## src/rtl/riscv_pkg.sv

```systemverilog
// Shared RISC-V core types: writeback source select, MEM->WB wait-state
// encoding and a helper for sizing the load-wait counter.
package riscv_pkg;

    localparam int XLEN = 32;

    typedef enum logic [1:0] {
        RES_ALU  = 2'd0,
        RES_LOAD = 2'd1,
        RES_PC4  = 2'd2
    } result_src_e;

    typedef enum logic {
        RUN  = 1'b0,
        WAIT = 1'b1
    } wb_state_e;

    // Counter width able to hold LOAD_TIMEOUT; at least one bit so the
    // no-timeout build still has a legal (saturating) counter.
    function automatic int cnt_width(input int timeout);
        return (timeout > 0) ? $clog2(timeout + 1) : 1;
    endfunction

endpackage

```

## src/rtl/pipe_mem_wb_load_wait_fsm.sv

```systemverilog
// Load-wait controller for the MEM->WB register. Holds MEM while load data
// is late, drops the load after LOAD_TIMEOUT stall cycles (0 = wait forever)
// and tells the register bank whether to capture or insert a bubble.
module load_wait_fsm
    import riscv_pkg::*;
#(
    parameter int LOAD_TIMEOUT = 16
) (
    input  logic       clk,
    input  logic       reset,
    input  logic       valid_m,
    input  logic [1:0] result_src_m,
    input  logic       read_valid_m,
    input  logic       flush_w,
    output logic       mem_stall,
    output logic       capture,
    output logic       timeout_err
);

    localparam int            CW       = cnt_width(LOAD_TIMEOUT);
    localparam logic [CW-1:0] CNT_MAX  = '1;
    localparam logic [CW-1:0] CNT_LIM  = CW'(LOAD_TIMEOUT);

    wb_state_e     state, state_nxt;
    logic [CW-1:0] cnt, cnt_nxt;
    logic          err_set;
    logic          load_pend;
    logic          timeout_hit;

    assign load_pend   = valid_m && (result_src_m == RES_LOAD) && !read_valid_m;
    assign timeout_hit = (LOAD_TIMEOUT != 0) && (cnt == CNT_LIM);

    // State, wait counter and sticky timeout flag
    always_ff @(posedge clk) begin
        if (reset) begin
            state       <= RUN;
            cnt         <= '0;
            timeout_err <= 1'b0;
        end else begin
            state <= state_nxt;
            cnt   <= cnt_nxt;
            if (err_set)
                timeout_err <= 1'b1;
        end
    end

    // Next state: flush wins over any load-wait bookkeeping
    always_comb begin
        state_nxt = state;
        cnt_nxt   = cnt;
        err_set   = 1'b0;
        if (flush_w) begin
            state_nxt = RUN;
            cnt_nxt   = '0;
        end else begin
            case (state)
                RUN: begin
                    if (load_pend) begin
                        state_nxt = WAIT;
                        cnt_nxt   = CW'(1);
                    end
                end
                WAIT: begin
                    if (read_valid_m) begin
                        state_nxt = RUN;
                        cnt_nxt   = '0;
                    end else if (timeout_hit) begin
                        state_nxt = RUN;
                        cnt_nxt   = '0;
                        err_set   = 1'b1;
                    end else if (cnt != CNT_MAX) begin
                        cnt_nxt = cnt + CW'(1);
                    end
                end
                default: begin
                    state_nxt = RUN;
                    cnt_nxt   = '0;
                end
            endcase
        end
    end

    // Outputs: stall upstream while waiting, capture only a real instruction
    always_comb begin
        mem_stall = 1'b0;
        capture   = 1'b0;
        if (!flush_w) begin
            case (state)
                RUN: begin
                    mem_stall = load_pend;
                    capture   = valid_m && !load_pend;
                end
                WAIT: begin
                    mem_stall = !read_valid_m && !timeout_hit;
                    capture   = read_valid_m;
                end
                default: ;
            endcase
        end
    end

endmodule

```

## src/rtl/pipe_mem_wb.sv

```systemverilog
// MEM->WB pipeline register with flush, late-load wait state, load timeout
// and writeback result mux. Define PIPE_STATS_EN to build the bubble/retire
// counters; otherwise those ports read as zero.
module pipe_mem_wb
    import riscv_pkg::*;
#(
    parameter int XLEN         = riscv_pkg::XLEN,
    parameter int REG_AW       = 5,
    parameter int LOAD_TIMEOUT = 16
) (
    input  logic              clk,
    input  logic              reset,
    input  logic              valid_m,
    input  logic              reg_write_m,
    input  logic [1:0]        result_src_m,
    input  logic [XLEN-1:0]   alu_result_m,
    input  logic [XLEN-1:0]   read_data_m,
    input  logic              read_valid_m,
    input  logic [REG_AW-1:0] rd_m,
    input  logic [XLEN-1:0]   pc_plus_4_m,
    input  logic              flush_w,
    output logic              mem_stall,
    output logic              valid_w,
    output logic              reg_write_w,
    output logic [1:0]        result_src_w,
    output logic [XLEN-1:0]   alu_result_w,
    output logic [XLEN-1:0]   read_data_w,
    output logic [REG_AW-1:0] rd_w,
    output logic [XLEN-1:0]   pc_plus_4_w,
    output logic [XLEN-1:0]   result_w,
    output logic              timeout_err,
    output logic [31:0]       bubble_cnt,
    output logic [31:0]       retire_cnt
);

    logic capture;

    load_wait_fsm #(.LOAD_TIMEOUT(LOAD_TIMEOUT)) u_fsm (
        .clk          (clk),
        .reset        (reset),
        .valid_m      (valid_m),
        .result_src_m (result_src_m),
        .read_valid_m (read_valid_m),
        .flush_w      (flush_w),
        .mem_stall    (mem_stall),
        .capture      (capture),
        .timeout_err  (timeout_err)
    );

    // WB register bank: capture a real instruction or load an all-zero bubble.
    // A captured entry is always valid, so reg_write_w is already gated.
    always_ff @(posedge clk) begin
        if (reset || !capture) begin
            valid_w      <= 1'b0;
            reg_write_w  <= 1'b0;
            result_src_w <= '0;
            alu_result_w <= '0;
            read_data_w  <= '0;
            rd_w         <= '0;
            pc_plus_4_w  <= '0;
        end else begin
            valid_w      <= 1'b1;
            reg_write_w  <= reg_write_m;
            result_src_w <= result_src_m;
            alu_result_w <= alu_result_m;
            read_data_w  <= read_data_m;
            rd_w         <= rd_m;
            pc_plus_4_w  <= pc_plus_4_m;
        end
    end

    // Writeback source select; the reserved code falls back to the ALU result
    always_comb begin
        case (result_src_w)
            RES_LOAD: result_w = read_data_w;
            RES_PC4:  result_w = pc_plus_4_w;
            default:  result_w = alu_result_w;
        endcase
    end

`ifdef PIPE_STATS_EN
    logic [31:0] bubble_q, retire_q;

    // Every non-reset edge loads either a retiring instruction or a bubble
    always_ff @(posedge clk) begin
        if (reset) begin
            bubble_q <= '0;
            retire_q <= '0;
        end else if (capture) begin
            retire_q <= retire_q + 32'd1;
        end else begin
            bubble_q <= bubble_q + 32'd1;
        end
    end

    assign bubble_cnt = bubble_q;
    assign retire_cnt = retire_q;
`else
    assign bubble_cnt = '0;
    assign retire_cnt = '0;
`endif

endmodule

```

## config.mk

```make
export PLATFORM = sky130hd
export DESIGN_NAME = pipe_mem_wb
export DESIGN_NICKNAME = d
export VERILOG_FILES = /design/src/rtl/riscv_pkg.sv /design/src/rtl/pipe_mem_wb_load_wait_fsm.sv /design/src/rtl/pipe_mem_wb.sv
export SDC_FILE = /design/constraint.sdc
export NUM_CORES = 1
export LEC_CHECK = 0
export CAP_MARGIN = 10
export CORE_AREA = 4 4 119 121
export CTS_BUF_LIST = sky130_fd_sc_hd__clkbuf_8
export DETAILED_ROUTE_END_ITERATION = 10
export DIE_AREA = 0 0 123 125
export PLACE_DENSITY = 0.78
export SLEW_MARGIN = 20
export SYNTH_ARGS = -nofsm -noshare
export SYNTH_HDL_FRONTEND = slang
export SYNTH_SLANG_ARGS = --single-unit
export TNS_END_PERCENT = 30
```

## constraint.sdc

```tcl
create_clock -name clk -period 2.3 [get_ports clk]
set_clock_uncertainty 0.15 [all_clocks]
set_input_delay 0.69 -clock clk [delete_from_list [all_inputs] [get_ports clk]]
set_output_delay 0.69 -clock clk [all_outputs]
set_load 0.01 [all_outputs]
```

==> flow_summary.json <==
{
  "hold_class": "register to register",
  "synth_mux_area_share_pct": 0.688,
  "period_share_pct": 110,
  "synthXorXnorAreaFrac_pct": 0,
  "ys_seq_area_share_pct": 51.4,
  "place_area_um2": 6940,
  "final_area_um2": 7530,
  "p_per_area_nw_per_um2": 525,
  "hold_viol_final": 0,
  "reg2regPathDepth": 13,
  "firstDrtPassIters": 4,
  "leakage_nw": 3.03,
  "initial_core_util_pct": 33.3,
  "sw_frac_of_total_pct": 24.2,
  "setup_violations": 33,
  "die_y_um": 125,
  "max_freq_mhz": 397,
  "layout-drive-gt1-share_pct": 20.2,
  "p_seq_share_pct": 51.1,
  "clk_pin_slew_worst_paths_ns": 0.11,
  "core-area_um2": 13100,
  "yosys.area_share.simple_pct": 21.3,
  "power.clock.fraction_pct": 33.6,
  "synth_top_family_by_area": "simple AND/OR/NAND/NOR gates",
  "rsz0062_at_grt": "true",
  "run_status": "finished with violations",
  "routedWlPerCell_um": 16.8,
  "clk_root_buffer_cell": "clkbuf_8",
  "ys_types": 30,
  "dpl.hpwl_mm": 10.8,
  "gp_congestion": 0.818,
  "drcViolationCount": 0,
  "final-max-slew-violation-count": 0,
  "reg2reg_slack_ns": 0.15,
  "p_switching_uw": 956,
  "clk_latency_ns": 0.38,
  "clockBufferDepth": 2,
  "rows": 42,
  "track_usage_pct": 18.5,
  "synth_fa_ha_area_share_pct": 1.43,
  "layout_setup_ws_ns": -0.221,
  "highest_layer": "met4",
  "cp_max_fo": 2,
  "cp_top_family": "simple AND/OR/NAND/NOR gates",
  "ir_drop_uv": 360,
  "crit_path_end_kind": "output port",
  "slowest_stage": "dfxtp_2",
  "min_delay_path_depth": 2,
  "grt_max_degree": 51,
  "cp_cell_sequence": "inv_2 -> ha_4 -> and4bb_4 -> or2_4 -> a21oi_2 -> buf_2",
  "numCtsBuffers": 9,
  "criticalPathCategory": "register to output port",
  "globalRouteOverflowTotal": 0,
  "vias": 3937,
  "drtIter0Drc": 147,
  "cts_sinks": 112,
  "io_pins": 312,
  "utilization_pct": 57.6,
  "fin_crit_ns": 2.52,
  "antenna_left": 0,
  "synth-compound-area-share_pct": 10.8,
  "nNetsFinal": 832,
  "grt_pass1_vias": 4075,
  "via_per_inst": 4.38,
  "ys_warn_count": 0,
  "syn-cell-area_um2": 4360,
  "route.met3.wl_mm": 1.29,
  "p_int_mw": 3.00,
  "synth_area_per_cell_um2": 9.78,
  "wl_met2_mm": 7.72,
  "required_ns": 1.46,
  "synthToLayoutAreaGrowth_pct": 72.6,
  "fp.dieArea_um2": 15400,
  "io_buffers": 247,
  "cp.depth": 6,
  "path_buf_inv": 2,
  "violations": "negative setup slack",
  "cts_tree": "done",
  "worstPathArrival_ns": 1.68,
  "setup.worst_path.start_class": "register",
  "combPwrFrac_pct": 15.3,
  "syn_inst": 446,
  "diodes": 0,
  "antenna_found_initial": 0,
  "synth-seq-cells": 112,
  "max_stage_delay_ns": 0.36,
  "htree_levels": 3,
  "routed_wl_mm": 15.1,
  "fp.dieW_um": 123,
  "hold_buffers": 0,
  "cap_violations": 0,
  "grt_pass1_wl_mm": 21.9,
  "m1WireLength_mm": 5.61
}
## what timing repair did
action / CTS / global route
pin swaps: 8 / 11
buffers inserted: 11 / 0
gates resized for setup: 207 / 44
cloned: 5 / 1
setup endpoints to repair: 33 / 33
## metal layers
metal | up-vias | GRT usage [%]
li1 | 1875 | -
met1 | 1838 | 20.4
met2 | 193 | 32.7
met3 | 31 | 5.33
met4 | 0 | 7.95
met5 | - | 0
## synthesized netlist by cell type, drive strengths merged
| library cell | instances | area, um^2 |
|---|---|---|
| ha | 5 | 62.6 |
| and4bb | 2 | 32.5 |
| nand2b | 2 | 12.5 |
| inv | 6 | 22.5 |
| nor2b | 2 | 20.0 |
| and2 | 104 | 651 |
| conb | 1 | 3.75 |
| o32a | 1 | 11.3 |
| a211o | 1 | 8.76 |
| nor3b | 1 | 7.51 |
| or2 | 1 | 6.26 |
| clkbuf | 19 | 71.3 |
| a22oi | 32 | 240 |
| nor2 | 5 | 18.8 |
| o21ai | 34 | 170 |
| mux2i | 3 | 30.0 |
| nand2 | 32 | 120 |
| a21oi | 2 | 10.0 |
| buf | 71 | 531 |
| nor3 | 2 | 10.0 |
| nor4 | 1 | 21.3 |
| and3 | 2 | 12.5 |
| a2111oi | 1 | 10.0 |
| a32o | 2 | 20.0 |
| nor4b | 1 | 8.76 |
| dfxtp | 112 | 2240 |
| and3b | 1 | 8.76 |
## worst register-to-register path: stages (launching register included)
cell,delay [ns]
dfxtp_2,0.33
inv_1,0.08
ha_4,0.13
and4bb_4,0.23
or2_4,0.13
a21oi_2,0.06
buf_4,0.13
buf_4,0.12
buf_4,0.12
buf_4,0.12
buf_4,0.11
buf_4,0.12
buf_4,0.12
nor2b_1,0.11
## path summary, 6_finish.rpt
kind / endpoint / start
worst min register to register: u_fsm.timeout_err / u_fsm.timeout_err
worst min-delay path: u_fsm.timeout_err / u_fsm.timeout_err
worst max register to register: u_fsm.state / u_fsm.cnt[1]
worst max-delay path: mem_stall / u_fsm.cnt[0]
## cell type report
| class | instances | area (um^2) |
|---|---|---|
| inverters | 6 | 22.5 |
| flip-flops and latches | 112 | 2250 |
| clock buffers | 10 | 138 |
| well taps | 176 | 220 |
| clock inverters | 6 | 91.3 |
| fillers | 1104 | 5550 |
| repair buffers | 288 | 2840 |
| multi-input cells | 301 | 1970 |
## logic make-up after synthesis
logic type | count (synthesis)
and+or+nand+nor | 156
DFF | 112
adders and majority gates | 5
muxes | 3
AOI/OAI and AO/OA | 73
other | 1
buffers and inverters | 96
## power groups by stage
stage	clock, mW	sequential (mW)	combinational [mW]
CTS	1.38	2.02	0.597
floorplan	0	2.08	0.234
finish	1.33	2.02	0.604
global placement	0	2.06	0.533
global route	1.45	2.03	0.649
detailed placement	0	2.06	0.540
## sequential cells by signal, summed over array words and instances, names as in the netlist
name               count
read_data_w           32
rd_w                   5
result_src_w           2
u_fsm.timeout_err      1
alu_result_w          32
reg_write_w            1
u_fsm.cnt              5
pc_plus_4_w           32
valid_w                1
u_fsm.state            1
## cells in the final DEF (no fill, tap or decap), types with 2 or more instances in the layout
master,instances
a22oi_2,14
dlygate4sd2_1,3
and3_1,2
clkinvlp_4,2
o21ai_4,3
a22oi_1,18
and4bb_4,2
a32o_1,2
dfxtp_2,4
conb_1,64
buf_2,28
inv_1,4
buf_6,5
bufinv_16,2
o21ai_2,16
buf_16,4
clkdlybuf4s50_1,210
nand2_1,27
ha_4,3
nor3_1,2
and2_1,104
nand2_2,5
nand2b_4,2
clkbuf_8,10
dfxtp_1,108
o21ai_1,15
buf_12,8
buf_4,27
mux2i_1,3
inv_2,2
nor2_1,5
ha_1,2
## per-stage QoR
| stage | std cells | setup TNS [ns] | hold WS, ns | setup WS [ns] | total power, mW |
|---|---|---|---|---|---|
| floorplan | 509 | 0 | 0.341 | 0.00710 | 2.32 |
| global placement | 867 | -32.38 | 0.334 | -0.863 | 2.59 |
| detailed placement | 867 | -41.78 | 0.333 | -0.925 | 2.60 |
| CTS | 899 | -6.64 | 0.364 | -0.231 | 3.99 |
| global route | 899 | -7.78 | 0.389 | -0.274 | 4.13 |
| finish | 899 | -4.82 | 0.362 | -0.221 | 3.95 |
Power figures use the tool's default switching activity.
